===== config.mk =====
export PLATFORM = sky130hd
export DESIGN_NAME = display_scan_ctrl_flat
export DESIGN_NICKNAME = d
export VERILOG_FILES = /design/src/rtl/display_pkg.sv /design/src/rtl/display_scan_ctrl_if.sv /design/src/rtl/display_scan_ctrl_glyph.sv /design/src/rtl/display_scan_ctrl.sv /design/src/flat_wrapper.sv
export SDC_FILE = /design/constraint.sdc
export NUM_CORES = 1
export LEC_CHECK = 0
export BUFFER_PORTS_ARGS = -buffer_cell sky130_fd_sc_hd__buf_2
export CORE_ASPECT_RATIO = 0.5
export CORE_MARGIN = 2
export CORE_UTILIZATION = 60
export CTS_CLUSTER_SIZE = 16
export DETAILED_ROUTE_END_ITERATION = 10
export GPL_TIMING_DRIVEN = 0
export PLACE_DENSITY = 0.94
export SETUP_SLACK_MARGIN = 0.5
export SYNTH_ARGS = -nofsm -noshare
export SYNTH_HDL_FRONTEND = slang
export SYNTH_SLANG_ARGS = --single-unit

===== constraint.sdc =====
create_clock -name clk_i -period 4 [get_ports clk_i]
set_input_delay 0.2 -clock clk_i [delete_from_list [all_inputs] [get_ports clk_i]]
set_output_delay 0.2 -clock clk_i [all_outputs]
set_load 0.02 [all_outputs]

===== src/rtl/display_pkg.sv =====
`default_nettype none
// ============================================================================
// Module      : display_pkg
// Description : Shared types and glyph/code constants for the seven-segment
//               scan controller. Segment bit order: bit0=A .. bit6=G, bit7=DP.
// Revision    : 1.0 - initial release
// ============================================================================
package display_pkg;

   typedef logic [7:0] seg_t;

   // Glyphs in logical polarity (1 = segment lit), DP always clear here.
   localparam seg_t SEG_0     = 8'h3F;  // ABCDEF
   localparam seg_t SEG_1     = 8'h06;  // BC
   localparam seg_t SEG_2     = 8'h5B;  // ABDEG
   localparam seg_t SEG_3     = 8'h4F;  // ABCDG
   localparam seg_t SEG_4     = 8'h66;  // BCFG
   localparam seg_t SEG_5     = 8'h6D;  // ACDFG
   localparam seg_t SEG_6     = 8'h7D;  // ACDEFG
   localparam seg_t SEG_7     = 8'h07;  // ABC
   localparam seg_t SEG_8     = 8'h7F;  // ABCDEFG
   localparam seg_t SEG_9     = 8'h6F;  // ABCDFG
   localparam seg_t SEG_A     = 8'h77;  // A: ABCEFG
   localparam seg_t SEG_B     = 8'h7C;  // b: CDEFG
   localparam seg_t SEG_C     = 8'h39;  // C: ADEF
   localparam seg_t SEG_D     = 8'h5C;  // o: CDEG
   localparam seg_t SEG_E     = 8'h50;  // r: EG
   localparam seg_t SEG_F     = 8'h79;  // E: ADEFG
   localparam seg_t SEG_BLANK = 8'h00;

   // Codes used by the datapath to spell "Err" / "o" style messages.
   localparam logic [3:0] CODE_O = 4'hD;
   localparam logic [3:0] CODE_R = 4'hE;
   localparam logic [3:0] CODE_E = 4'hF;

endpackage
`default_nettype wire


===== src/rtl/display_scan_ctrl_if.sv =====
`default_nettype none
// ============================================================================
// Module      : display_scan_ctrl_if
// Description : Attribute load bundle and display pin bundle for the scan
//               controller. The master side owns the attributes, the slave
//               side (the controller) drives the display pins.
// Revision    : 1.0 - initial release
// ============================================================================
interface display_scan_ctrl_if
   import display_pkg::*;
#(
   parameter int N_DIGITS = 8
) ();

   logic                     load;
   logic [N_DIGITS-1:0][3:0] digits;
   logic [N_DIGITS-1:0]      dp_en;
   logic [N_DIGITS-1:0]      blank;
   logic [N_DIGITS-1:0]      blink_en;
   seg_t                     segments;
   logic [N_DIGITS-1:0]      anodes;
   logic                     frame_tick;

   modport master (
      output load, digits, dp_en, blank, blink_en,
      input  segments, anodes, frame_tick
   );

   modport slave (
      input  load, digits, dp_en, blank, blink_en,
      output segments, anodes, frame_tick
   );

endinterface
`default_nettype wire


===== src/rtl/display_scan_ctrl_glyph.sv =====
`default_nettype none
// ============================================================================
// Module      : seg7_glyph
// Description : Combinational 4-bit code to seven-segment glyph decoder,
//               logical polarity, DP bit always clear.
// Revision    : 1.0 - initial release
// ============================================================================
module seg7_glyph
   import display_pkg::*;
(
   input  logic [3:0] code_i,
   output seg_t       seg_o
);

   // Table lookup of the glyph for the selected code.
   always_comb begin
      seg_o = SEG_BLANK;
      case (code_i)
         4'h0:    seg_o = SEG_0;
         4'h1:    seg_o = SEG_1;
         4'h2:    seg_o = SEG_2;
         4'h3:    seg_o = SEG_3;
         4'h4:    seg_o = SEG_4;
         4'h5:    seg_o = SEG_5;
         4'h6:    seg_o = SEG_6;
         4'h7:    seg_o = SEG_7;
         4'h8:    seg_o = SEG_8;
         4'h9:    seg_o = SEG_9;
         4'hA:    seg_o = SEG_A;
         4'hB:    seg_o = SEG_B;
         4'hC:    seg_o = SEG_C;
         CODE_O:  seg_o = SEG_D;
         CODE_R:  seg_o = SEG_E;
         CODE_E:  seg_o = SEG_F;
         default: seg_o = SEG_BLANK;
      endcase
   end

endmodule
`default_nettype wire


===== src/rtl/display_scan_ctrl.sv =====
`default_nettype none
// ============================================================================
// Module      : display_scan_ctrl
// Description : Time-multiplexed seven-segment driver. Shadow-registers the
//               digit attributes, scans one digit per REFRESH_DIV cycles with
//               a leading all-anodes-off guard window, blinks selected digits
//               every BLINK_FRAMES frames, and registers all outputs at the
//               chosen physical polarity.
// Revision    : 1.0 - initial release
// ============================================================================
module display_scan_ctrl
   import display_pkg::*;
#(
   parameter int N_DIGITS     = 8,
   parameter int REFRESH_DIV  = 50000,
   parameter int GUARD        = 500,
   parameter int BLINK_FRAMES = 32,
   parameter bit ACTIVE_LOW   = 1'b1
) (
   input  logic                clk_i,
   input  logic                rst_ni,
   display_scan_ctrl_if.slave  bus_if
);

   localparam int PRESC_W = (REFRESH_DIV > 1)  ? $clog2(REFRESH_DIV)  : 1;
   localparam int IDX_W   = (N_DIGITS > 1)     ? $clog2(N_DIGITS)     : 1;
   localparam int FRAME_W = (BLINK_FRAMES > 1) ? $clog2(BLINK_FRAMES) : 1;

   localparam logic [PRESC_W-1:0]  PRESC_LAST = PRESC_W'(REFRESH_DIV - 1);
   localparam logic [FRAME_W-1:0]  FRAME_LAST = FRAME_W'(BLINK_FRAMES - 1);
   localparam logic [N_DIGITS-1:0] AN_ONE     = N_DIGITS'(1);

   // XOR masks that turn logical levels into physical pin levels; they are
   // also the physical "everything off" value used at reset.
   localparam seg_t                SEG_MASK = {8{ACTIVE_LOW}};
   localparam logic [N_DIGITS-1:0] AN_MASK  = {N_DIGITS{ACTIVE_LOW}};

   // ------------------------------------------------------------------------
   // Elaboration-time parameter checks
   // ------------------------------------------------------------------------
   if (N_DIGITS < 1 || N_DIGITS > 16) begin : g_chk_ndigits
      $error("display_scan_ctrl: N_DIGITS must be in 1..16");
   end
   if (REFRESH_DIV <= GUARD || GUARD < 0) begin : g_chk_guard
      $error("display_scan_ctrl: REFRESH_DIV must exceed GUARD (GUARD >= 0)");
   end
   if (BLINK_FRAMES < 1) begin : g_chk_blink
      $error("display_scan_ctrl: BLINK_FRAMES must be at least 1");
   end

   // ------------------------------------------------------------------------
   // Shadow registers
   // ------------------------------------------------------------------------
   logic [N_DIGITS-1:0][3:0] digits_q;
   logic [N_DIGITS-1:0]      dp_q;
   logic [N_DIGITS-1:0]      blank_q;
   logic [N_DIGITS-1:0]      blink_q;

   // Capture the whole attribute bundle on the load strobe; reset blanks all.
   always_ff @(posedge clk_i or negedge rst_ni) begin
      if (!rst_ni) begin
         digits_q <= '0;
         dp_q     <= '0;
         blank_q  <= '1;
         blink_q  <= '0;
      end else if (bus_if.load) begin
         digits_q <= bus_if.digits;
         dp_q     <= bus_if.dp_en;
         blank_q  <= bus_if.blank;
         blink_q  <= bus_if.blink_en;
      end
   end

   // ------------------------------------------------------------------------
   // Slot prescaler
   // ------------------------------------------------------------------------
   logic [PRESC_W-1:0] presc_q;
   logic [PRESC_W-1:0] presc_d;
   logic               presc_last_w;

   assign presc_last_w = (presc_q == PRESC_LAST);
   assign presc_d      = presc_last_w ? '0 : presc_q + 1'b1;

   // Free-running slot timer, one wrap per digit slot.
   always_ff @(posedge clk_i or negedge rst_ni) begin
      if (!rst_ni) begin
         presc_q <= '0;
      end else begin
         presc_q <= presc_d;
      end
   end

   // ------------------------------------------------------------------------
   // Scan index; a single-digit display keeps it pinned at 0
   // ------------------------------------------------------------------------
   logic [IDX_W-1:0] idx_w;
   logic             wrap_w;

   if (N_DIGITS > 1) begin : g_idx_multi
      localparam logic [IDX_W-1:0] IDX_LAST = IDX_W'(N_DIGITS - 1);
      logic [IDX_W-1:0] idx_q;
      logic [IDX_W-1:0] idx_d;

      assign wrap_w = presc_last_w && (idx_q == IDX_LAST);
      assign idx_d  = wrap_w ? '0 : (presc_last_w ? idx_q + 1'b1 : idx_q);
      assign idx_w  = idx_q;

      // Advance to the next digit at the end of every slot.
      always_ff @(posedge clk_i or negedge rst_ni) begin
         if (!rst_ni) begin
            idx_q <= '0;
         end else begin
            idx_q <= idx_d;
         end
      end
   end else begin : g_idx_single
      assign wrap_w = presc_last_w;
      assign idx_w  = '0;
   end

   // ------------------------------------------------------------------------
   // Frame counter and blink phase
   // ------------------------------------------------------------------------
   logic [FRAME_W-1:0] frame_q;
   logic [FRAME_W-1:0] frame_d;
   logic               blink_phase_q;
   logic               blink_phase_d;

   // Count completed frames and flip the blink phase every BLINK_FRAMES.
   always_comb begin
      frame_d       = frame_q;
      blink_phase_d = blink_phase_q;
      if (wrap_w) begin
         if (frame_q == FRAME_LAST) begin
            frame_d       = '0;
            blink_phase_d = ~blink_phase_q;
         end else begin
            frame_d = frame_q + 1'b1;
         end
      end
   end

   // Frame/blink state; phase starts visible.
   always_ff @(posedge clk_i or negedge rst_ni) begin
      if (!rst_ni) begin
         frame_q       <= '0;
         blink_phase_q <= 1'b1;
      end else begin
         frame_q       <= frame_d;
         blink_phase_q <= blink_phase_d;
      end
   end

   // ------------------------------------------------------------------------
   // Digit select, decode and blanking (logical polarity)
   // ------------------------------------------------------------------------
   logic [3:0]          sel_code_w;
   seg_t                glyph_w;
   logic                dark_w;
   logic                guard_done_w;
   seg_t                seg_log_w;
   logic [N_DIGITS-1:0] an_log_w;

   assign sel_code_w = digits_q[idx_w];

   seg7_glyph u_glyph (
      .code_i (sel_code_w),
      .seg_o  (glyph_w)
   );

   if (GUARD > 0) begin : g_guard_on
      assign guard_done_w = (presc_q >= PRESC_W'(GUARD));
   end else begin : g_guard_off
      assign guard_done_w = 1'b1;
   end

   assign dark_w    = blank_q[idx_w] | (blink_q[idx_w] & ~blink_phase_q);
   assign seg_log_w = dark_w ? SEG_BLANK : (glyph_w | {dp_q[idx_w], 7'b0});
   assign an_log_w  = guard_done_w ? (AN_ONE << idx_w) : '0;

   // ------------------------------------------------------------------------
   // Output registers, physical polarity applied here
   // ------------------------------------------------------------------------
   seg_t                seg_q;
   logic [N_DIGITS-1:0] an_q;
   logic                tick_q;

   // Register pins so no input reaches an output without a flop in between.
   always_ff @(posedge clk_i or negedge rst_ni) begin
      if (!rst_ni) begin
         seg_q  <= SEG_MASK;
         an_q   <= AN_MASK;
         tick_q <= 1'b0;
      end else begin
         seg_q  <= seg_log_w ^ SEG_MASK;
         an_q   <= an_log_w ^ AN_MASK;
         tick_q <= wrap_w;
      end
   end

   assign bus_if.segments   = seg_q;
   assign bus_if.anodes     = an_q;
   assign bus_if.frame_tick = tick_q;

endmodule
`default_nettype wire


===== src/flat_wrapper.sv =====
// flat-port wrapper written by rule: the top's interface ports become plain ports
module display_scan_ctrl_flat import display_pkg::*;
#(
   parameter int N_DIGITS     = 8,
   parameter int REFRESH_DIV  = 50000,
   parameter int GUARD        = 500,
   parameter int BLINK_FRAMES = 32,
   parameter bit ACTIVE_LOW   = 1'b1
)
  (clk_i, rst_ni, bus_if_load, bus_if_digits, bus_if_dp_en, bus_if_blank, bus_if_blink_en, bus_if_segments, bus_if_anodes, bus_if_frame_tick);
  display_scan_ctrl_if #(.N_DIGITS(N_DIGITS)) bus_if_i ();
  input  logic clk_i;
  input  logic rst_ni;
  input wire logic [$bits(bus_if_i.load)-1:0] bus_if_load;
  input wire logic [$bits(bus_if_i.digits)-1:0] bus_if_digits;
  input wire logic [$bits(bus_if_i.dp_en)-1:0] bus_if_dp_en;
  input wire logic [$bits(bus_if_i.blank)-1:0] bus_if_blank;
  input wire logic [$bits(bus_if_i.blink_en)-1:0] bus_if_blink_en;
  output wire logic [$bits(bus_if_i.segments)-1:0] bus_if_segments;
  output wire logic [$bits(bus_if_i.anodes)-1:0] bus_if_anodes;
  output wire logic [$bits(bus_if_i.frame_tick)-1:0] bus_if_frame_tick;
  assign bus_if_i.load = bus_if_load;
  assign bus_if_i.digits = bus_if_digits;
  assign bus_if_i.dp_en = bus_if_dp_en;
  assign bus_if_i.blank = bus_if_blank;
  assign bus_if_i.blink_en = bus_if_blink_en;
  assign bus_if_segments = bus_if_i.segments;
  assign bus_if_anodes = bus_if_i.anodes;
  assign bus_if_frame_tick = bus_if_i.frame_tick;
  display_scan_ctrl #(.N_DIGITS(N_DIGITS), .REFRESH_DIV(REFRESH_DIV), .GUARD(GUARD), .BLINK_FRAMES(BLINK_FRAMES), .ACTIVE_LOW(ACTIVE_LOW)) u_core (.clk_i(clk_i), .rst_ni(rst_ni), .bus_if(bus_if_i));
endmodule

==> results of run 1 <==
==> synth_stat cells <==
master / n
sky130_fd_sc_hd__nor2b_1: 2
sky130_fd_sc_hd__nor2_1: 25
sky130_fd_sc_hd__o311ai_0: 2
sky130_fd_sc_hd__or4b_1: 1
sky130_fd_sc_hd__clkbuf_1: 11
sky130_fd_sc_hd__mux2_2: 57
sky130_fd_sc_hd__buf_2: 2
sky130_fd_sc_hd__nand4bb_1: 1
sky130_fd_sc_hd__and2_1: 6
sky130_fd_sc_hd__a21o_1: 1
sky130_fd_sc_hd__inv_1: 14
sky130_fd_sc_hd__dfstp_2: 25
sky130_fd_sc_hd__mux2_1: 2
sky130_fd_sc_hd__xnor2_1: 10
sky130_fd_sc_hd__o21ai_0: 12
sky130_fd_sc_hd__nor4_1: 3
sky130_fd_sc_hd__o31ai_1: 1
sky130_fd_sc_hd__o221ai_1: 3
sky130_fd_sc_hd__xor2_1: 4
sky130_fd_sc_hd__mux4_2: 12
sky130_fd_sc_hd__ha_1: 16
sky130_fd_sc_hd__mux2i_1: 2
sky130_fd_sc_hd__nand2_1: 25
sky130_fd_sc_hd__dfrtp_1: 73
sky130_fd_sc_hd__a21oi_1: 10
sky130_fd_sc_hd__nor4_4: 1
sky130_fd_sc_hd__or4_4: 1
sky130_fd_sc_hd__nand3_1: 10
sky130_fd_sc_hd__and3_1: 3
sky130_fd_sc_hd__nor3_1: 6
sky130_fd_sc_hd__nor3b_1: 1
sky130_fd_sc_hd__nand4b_1: 1
sky130_fd_sc_hd__nand4_1: 2
sky130_fd_sc_hd__nand2_2: 1
==> critical path: cells and delay by family, from the launching register on <==
kind | cells | cell delay, ns
buffers and inverters | 3 | 1.01
muxes | 1 | 0.60
and+or+nand+nor | 3 | 0.52
DFF | 1 | 0.41
AOI/OAI and AO/OA | 2 | 0.38
adders and majority gates | 1 | 0.20
==> sequential cells by signal, summed over array words and instances, names as in the netlist <==
name,cells
u_core.blink_q,8
u_core.g_idx_multi.idx_q,3
u_core.bus_if.anodes,8
u_core.digits_q,32
u_core.dp_q,8
u_core.bus_if.segments,8
u_core.presc_q,16
u_core.blank_q,8
u_core.blink_phase_q,1
u_core.bus_if.frame_tick,1
u_core.frame_q,5
==> timing repair <==
item / in CTS / in global routing
gates resized for setup: 0 / 0
hold buffers: 1 / 0
endpoints found under the hold margin: 16 / 0
==> final cells by class <==
cell class	instances	area (sq um)
buffer	13	51.3
clock buffer	13	270
clock inverter	3	23.8
fill	451	1960
inverter	14	52.6
multi-input combinational	221	1890
sequential	98	2480
tap	96	120
timing repair buffer	76	410
==> kinds of logic (layout without fill, tap and decap cells) <==
logic type      Yosys count  in the layout  synth area share
compound gates           29             29            0.0377
xor+xnor                 14             14            0.0274
fa+ha+maj                16             16            0.0447
buf+inv                  27            119            0.0232
flops                    98             98             0.555
mux                      73             73             0.213
simple gates             89             89            0.0992
==> worst paths after layout <==
kind	start	to	slack, ns	cells past startpoint
max	u_core.g_idx_multi.idx_q[0]$_DFFE_PN0P_	u_core.bus_if.segments[0]$_DFF_PN1_	0.79	10
min	bus_if_dp_en[4]	u_core.dp_q[4]$_DFFE_PN0P_	0.07	2
max reg2reg	u_core.g_idx_multi.idx_q[0]$_DFFE_PN0P_	u_core.bus_if.segments[0]$_DFF_PN1_	0.79	10
min reg2reg	u_core.presc_q[13]$_DFF_PN0_	u_core.presc_q[13]$_DFF_PN0_	0.50	1
max in group asynchronous	rst_ni	u_core.bus_if.anodes[4]$_DFF_PN1_	3.03	3
min in group asynchronous	rst_ni	u_core.blink_q[2]$_DFFE_PN0P_	0.28	2
==> routing by layer <==
layer	part of all wire	vias to the layer above	track usage
met4	0.029	0	0.125
met1	0.40	1572	0.314
met3	0.058	30	0.0660
li1	-	1384	-
met2	0.51	111	0.454
met5	0	-	0
==> through the flow <==
stage / power (mW) / utilization / area, sq um / setup WS, ns
after floorplan: 1.25 / - / 4480 / 1.45
after global placement: 1.32 / 0.684 / 4970 / 1.06
after detailed placement: 1.34 / 0.688 / 5000 / 0.917
after CTS: 2.18 / 0.730 / 5300 / 0.770
after global routing: 2.26 / 0.730 / 5300 / 0.544
final: 2.18 / 0.730 / 5300 / 0.787
==> power groups by stage <==
stage / clock network [mW] / registers, mW / logic (mW)
floorplan: 0 / 1.12 / 0.127
global placement: 0 / 1.11 / 0.209
detailed placement: 0 / 1.12 / 0.222
CTS: 0.847 / 1.11 / 0.228
global route: 0.901 / 1.11 / 0.247
finish: 0.847 / 1.11 / 0.226
==> out/metrics.cfg, run 1 <==
[placed_design]
routability_congestion_estimate = 0.815
dp_cells = 517
placement.io_buffers = 74
hpwl_mm = 6.69

[floorplan]
starting_density_of_the_core = 0.616
fp.dieH_um = 65.1
coreArea_sq_um = 7270
die_area_sq_um = 8210
die-width_um = 126
rows = 22
floorplan.io_pins = 76

[power]
combinationalPowerShare = 0.104
net-switching-power_uw = 522
power_report.internal_total_mw = 1.66
switching_share = 0.239
clock_power_share = 0.389
p_seq_frac = 0.508
vdd_drop_max_mv = 0.261
power_density_of_the_placed_cells_nw_per_um2 = 411
leakage_nw = 2.35

[clock_tree]
ctsLongestPathBuffers = 2
clock_tree.htree_level_count = 3
clk-insertion-delay-late_ns = 0.35
numClockSinks = 98
cts.repair_timing.setup_buffer_count = 0
cts_tree = built
cts_root_buf = sky130_fd_sc_hd__clkbuf_16
cts_inserted_buffers = 9
cts.clk_slew.worst_paths_ns = 0.07

[run]
cap_violations = 0

[critical_path]
crit_type = reg -> reg
critical_path.cell_chain = buf_2 > clkbuf_1 > mux4_2 > nand2_1 > and2_1 > inv_1 > ha_1 > and2_1 > o21ai_0 > o311ai_0
critical_path.max_fanout = 10
crit_path_max_incr_delay_ns = 0.60
crit_path_max_delay_cell_type = sky130_fd_sc_hd__mux4_2
critPathLaunchType = flop
worst-endpoint-required_ns = 4.25
critical-path-top-cell-by-count = sky130_fd_sc_hd__and2_1
worst_ep_arrival_time_ns = 3.47
timing.critical_path.to_type = flop

[synthesis]
post_synth_num_cell_types = 34
synth_area_leader_cell = sky130_fd_sc_hd__dfrtp_1
netlist_top_cells_area = sky130_fd_sc_hd__dfrtp_1, sky130_fd_sc_hd__dfstp_2, sky130_fd_sc_hd__mux2_2
postSynthAreaPerCell_sq_um = 12.9
synth.yosys.warnings = 0
synth_fp_nets = 421
ys_seq_elements = 98
post-synth-top-area-fraction = 0.408
seq_area_frac_synth = 0.555
cell_area_synth_sq_um = 4480
syn-instance-count = 346

[routing]
wl_per_cell_um = 18.4
dr_vias = 3097
routed_wl_mm = 9.83
final_antenna_net_count = 0
drc_errors = 0
vias_per_cell = 5.80
drtIter0Drc = 352
dr.pass1.iters = 5

[final_layout]
share_of_final_layout_standard_cells_stronger_than_drive_strength_1 = 0.432
final_cells = 534
most-common-layout-cells = sky130_fd_sc_hd__buf_2, sky130_fd_sc_hd__dfrtp_1, sky130_fd_sc_hd__mux2_2
antenna-diode-count = 0
synthToLayoutAreaGrowth_pct = 18.4
final_common_cell = sky130_fd_sc_hd__buf_2
final_net_count = 508

[global_routing]
grt_max_degree = 77
grt_first_pass_wirelength_mm = 16.1
track_usage = 0.262
grt-ovfl-total = 0
grt_pass1_vias = 3281
grt_antenna_before_repair = 0

[sta]
hold_ws_ns = 0.0735
grt_setup_unrepaired = no
report.final.slew_viol_count = 0
report.final.hold_viol_count = 0
totalNegativeSetupSlack_ns = 0
max_slew_margin = 0.536
report.final.setup_viol = 0
worst-slew-pin-transition_ns = 0.690
finClkSkew_ns = 0.00993
maxClockFrequency_ghz = 0.311
post-route-period-util = 0.803
period_minus_slack_ns = 3.21

[run_status]
status = finished, final reports clean

[worst_hold_path]
hp-class = in -> reg

(Power assumes the default switching activity.)
==> run 2: changes to the inputs <==
--- a/config.mk
+++ b/config.mk
@@ -8,11 +8,11 @@
 export BUFFER_PORTS_ARGS = -buffer_cell sky130_fd_sc_hd__buf_2
 export CORE_ASPECT_RATIO = 0.5
 export CORE_MARGIN = 2
-export CORE_UTILIZATION = 60
+export CORE_UTILIZATION = 51
 export CTS_CLUSTER_SIZE = 16
 export DETAILED_ROUTE_END_ITERATION = 10
 export GPL_TIMING_DRIVEN = 0
-export PLACE_DENSITY = 0.94
+export PLACE_DENSITY = 0.86
 export SETUP_SLACK_MARGIN = 0.5
 export SYNTH_ARGS = -nofsm -noshare
 export SYNTH_HDL_FRONTEND = slang
==> constraint.sdc (replaced) <==
create_clock -name clk_i -period 2.7 [get_ports clk_i]
set_input_delay 0.135 -clock clk_i [delete_from_list [all_inputs] [get_ports clk_i]]
set_output_delay 0.135 -clock clk_i [all_outputs]
set_load 0.02 [all_outputs]
==> run 2 against run 1 <==
Sequential share of layout area decreased by 2.3 points; first-iteration DRC count decreased by 35%; total power increased by 56%; largest power group unchanged.
==> out/metrics.cfg, run 2 (synthesized netlist as in run 1, its figures left out) <==
[sta]
maxClockFrequency_ghz = 0.456  ; was 0.311 GHz
post-route-period-util = 0.811  ; was 0.803
totalNegativeSetupSlack_ns = 0  ; unchanged
finClkSkew_ns = 0.00910  ; was 0.00993 ns
grt_setup_unrepaired = yes  ; was no
report.final.hold_viol_count = 0  ; unchanged
setup_ws_ns = 0.509  ; was 0.787 ns
worst-slew-pin-transition_ns = 0.730  ; was 0.690 ns
report.final.setup_viol = 0  ; unchanged
report.final.slew_viol_count = 0  ; unchanged
period_minus_slack_ns = 2.19  ; was 3.21 ns
max_slew_margin = 0.509  ; was 0.536

[placed_design]
hpwl_mm = 6.54  ; was 6.69 mm
dp_slack_ns = 0.263  ; was 0.917 ns
routability_congestion_estimate = 0.787  ; was 0.815
placement.io_buffers = 74  ; unchanged
dp_cells = 538  ; was 517

[critical_path]
worst_ep_arrival_time_ns = 2.45  ; was 3.47 ns
critPathLaunchType = flop  ; unchanged
worst-endpoint-required_ns = 2.96  ; was 4.25 ns
timing.critical_path.to_type = flop  ; unchanged
crit_type = reg -> reg  ; unchanged
critical_path.max_fanout = 5  ; was 10

[run]
cap_violations = 0  ; unchanged

[final_layout]
antenna-diode-count = 0  ; unchanged
largest_registers = u_core.digits_q: 32 flops, u_core.presc_q: 16 flops  ; unchanged
most-common-layout-cells = sky130_fd_sc_hd__buf_2, sky130_fd_sc_hd__dfrtp_1, sky130_fd_sc_hd__mux2_2  ; unchanged
largest_register_ffs = 32  ; unchanged
synthToLayoutAreaGrowth_pct = 24.6  ; was 18.4%
final_common_cell = sky130_fd_sc_hd__buf_2  ; unchanged
finalCoreUtilization = 0.647  ; was 0.730
final_cells = 566  ; was 534
largest-register = u_core.digits_q  ; unchanged
ff_latch_area_sq_um = 2480  ; unchanged
final_net_count = 519  ; was 508
layout_fillers = 602  ; was 451
multi_input_comb_area_sq_um = 1970  ; was 1890 sq um
share_of_final_layout_standard_cells_stronger_than_drive_strength_1 = 0.499  ; was 0.432

[floorplan]
floorplan.io_pins = 76  ; unchanged
die_area_sq_um = 9590  ; was 8210 sq um
fp.dieH_um = 70.3  ; was 65.1 um
rows = 24  ; was 22
starting_density_of_the_core = 0.520  ; was 0.616
coreArea_sq_um = 8620  ; was 7270 sq um
die-width_um = 137  ; was 126 um

[clock_tree]
cts.clk_slew.worst_paths_ns = 0.07  ; about the same
ctsLongestPathBuffers = 2  ; unchanged
numClockSinks = 98  ; unchanged
clock_tree.htree_level_count = 3  ; unchanged
cts_root_buf = sky130_fd_sc_hd__clkbuf_16  ; unchanged
cts_inserted_buffers = 9  ; unchanged
clk-insertion-delay-late_ns = 0.35  ; about the same
cts_tree = built  ; unchanged

[routing]
drtIter0Drc = 228  ; was 352
dr_vias = 3117  ; was 3097
final_antenna_net_count = 0  ; unchanged
vias_per_cell = 5.51  ; was 5.80
routed_wl_mm = 10.3  ; was 9.83 mm
wl_per_cell_um = 18.2  ; was 18.4 um
drc_errors = 0  ; unchanged
dr.pass1.iters = 4  ; was 5

[worst_hold_path]
hp-class = in -> reg  ; unchanged

[power]
power_density_of_the_placed_cells_nw_per_um2 = 612  ; was 411 nW/um^2
p_total_mw = 3.41  ; was 2.18 mW
vdd_drop_max_mv = 0.316  ; was 0.261 mV
leakage_nw = 2.46  ; was 2.35 nW

[run_status]
status = finished, final reports clean  ; unchanged

[global_routing]
grt_first_pass_wirelength_mm = 16.2  ; was 16.1 mm
grt-ovfl-total = 0  ; unchanged
grt_antenna_before_repair = 0  ; unchanged
grt_pass1_vias = 3224  ; was 3281
track_usage = 0.227  ; was 0.262
grt_max_degree = 52  ; was 77

==> run 2: cell count changes in the layout (fill, tap and decap cells not counted), sizes merged <==
cell / delta
clkbuf: -3
buf: +11
bufinv: +2
clkinv: +2
clkinvlp: -1
==> run 2: timing repair <==
action | CTS | global route
pin swaps | 3 | 5
cloned | 0 | 0
endpoints found under the hold margin | 38 | 0
setup buffers | 8 | 3
hold buffers | 1 | 0
endpoints found under the setup margin | 8 | 17
resized for setup | 13 | 24
==> run 2: final timing paths <==
| kind | startpoint | endpoint | slack (ns) | cells after the start |
|---|---|---|---|---|
| worst max-delay path | u_core.g_idx_multi.idx_q[0]$_DFFE_PN0P_ | u_core.bus_if.segments[5]$_DFF_PN1_ | 0.51 | 11 |
| worst min-delay path | bus_if_digits[27] | u_core.digits_q[27]$_DFFE_PN0P_ | 0.01 | 2 |
| worst max register to register | u_core.g_idx_multi.idx_q[0]$_DFFE_PN0P_ | u_core.bus_if.segments[5]$_DFF_PN1_ | 0.51 | 11 |
| worst min register to register | u_core.blink_phase_q$_DFFE_PN1P_ | u_core.blink_phase_q$_DFFE_PN1P_ | 0.50 | 1 |
| max in group asynchronous | rst_ni | u_core.bus_if.anodes[0]$_DFF_PN1_ | 1.62 | 3 |
| min in group asynchronous | rst_ni | u_core.dp_q[2]$_DFFE_PN0P_ | 0.35 | 2 |
==> run 2: cell type report <==
type	count	area share
Clock buffer	10	0.0428
Timing Repair Buffer	87	0.0906
Multi-Input combinational cell	221	0.353
Tap cell	117	0.0262
Buffer	13	0.0164
Inverter	14	0.0105
Sequential cell	98	0.445
Clock inverter	6	0.0157
==> run 2: critical path, cell delays in order (launching register included) <==
cell and delay, ns:
sky130_fd_sc_hd__dfrtp_1 0.40, sky130_fd_sc_hd__buf_8 0.14, sky130_fd_sc_hd__buf_12 0.11, sky130_fd_sc_hd__mux4_2 0.53, sky130_fd_sc_hd__nand2_2 0.13, sky130_fd_sc_hd__nand2_4 0.09, sky130_fd_sc_hd__inv_4 0.08, sky130_fd_sc_hd__ha_4 0.21
sky130_fd_sc_hd__inv_2 0.06, sky130_fd_sc_hd__nor2_1 0.04, sky130_fd_sc_hd__a21oi_1 0.14, sky130_fd_sc_hd__o221ai_1 0.15
==> run 2: per-stage QoR <==
step           hold WS, ns  cell area (sq um)
3_5_place_dp         0.189               5040
5_1_grt            0.00270               5580
6_report            0.0129               5580
3_3_place_gp         0.367               5010
2_1_floorplan       -0.161               4500
4_1_cts            0.00730               5480
==> run 2: report_power, final <==
group          internal, mW  switching [mW]
combinational         0.188           0.184
sequential             1.58          0.0518
clock                 0.839           0.566
total                  2.61           0.801
==> run 2: per-layer routing <==
metal | global-route usage | vias up | share of wire
li1 | - | 1415 | -
met1 | 0.292 | 1585 | 0.43
met2 | 0.365 | 91 | 0.50
met3 | 0.0675 | 26 | 0.048
met4 | 0.0868 | 0 | 0.025
met5 | 0 | - | 0
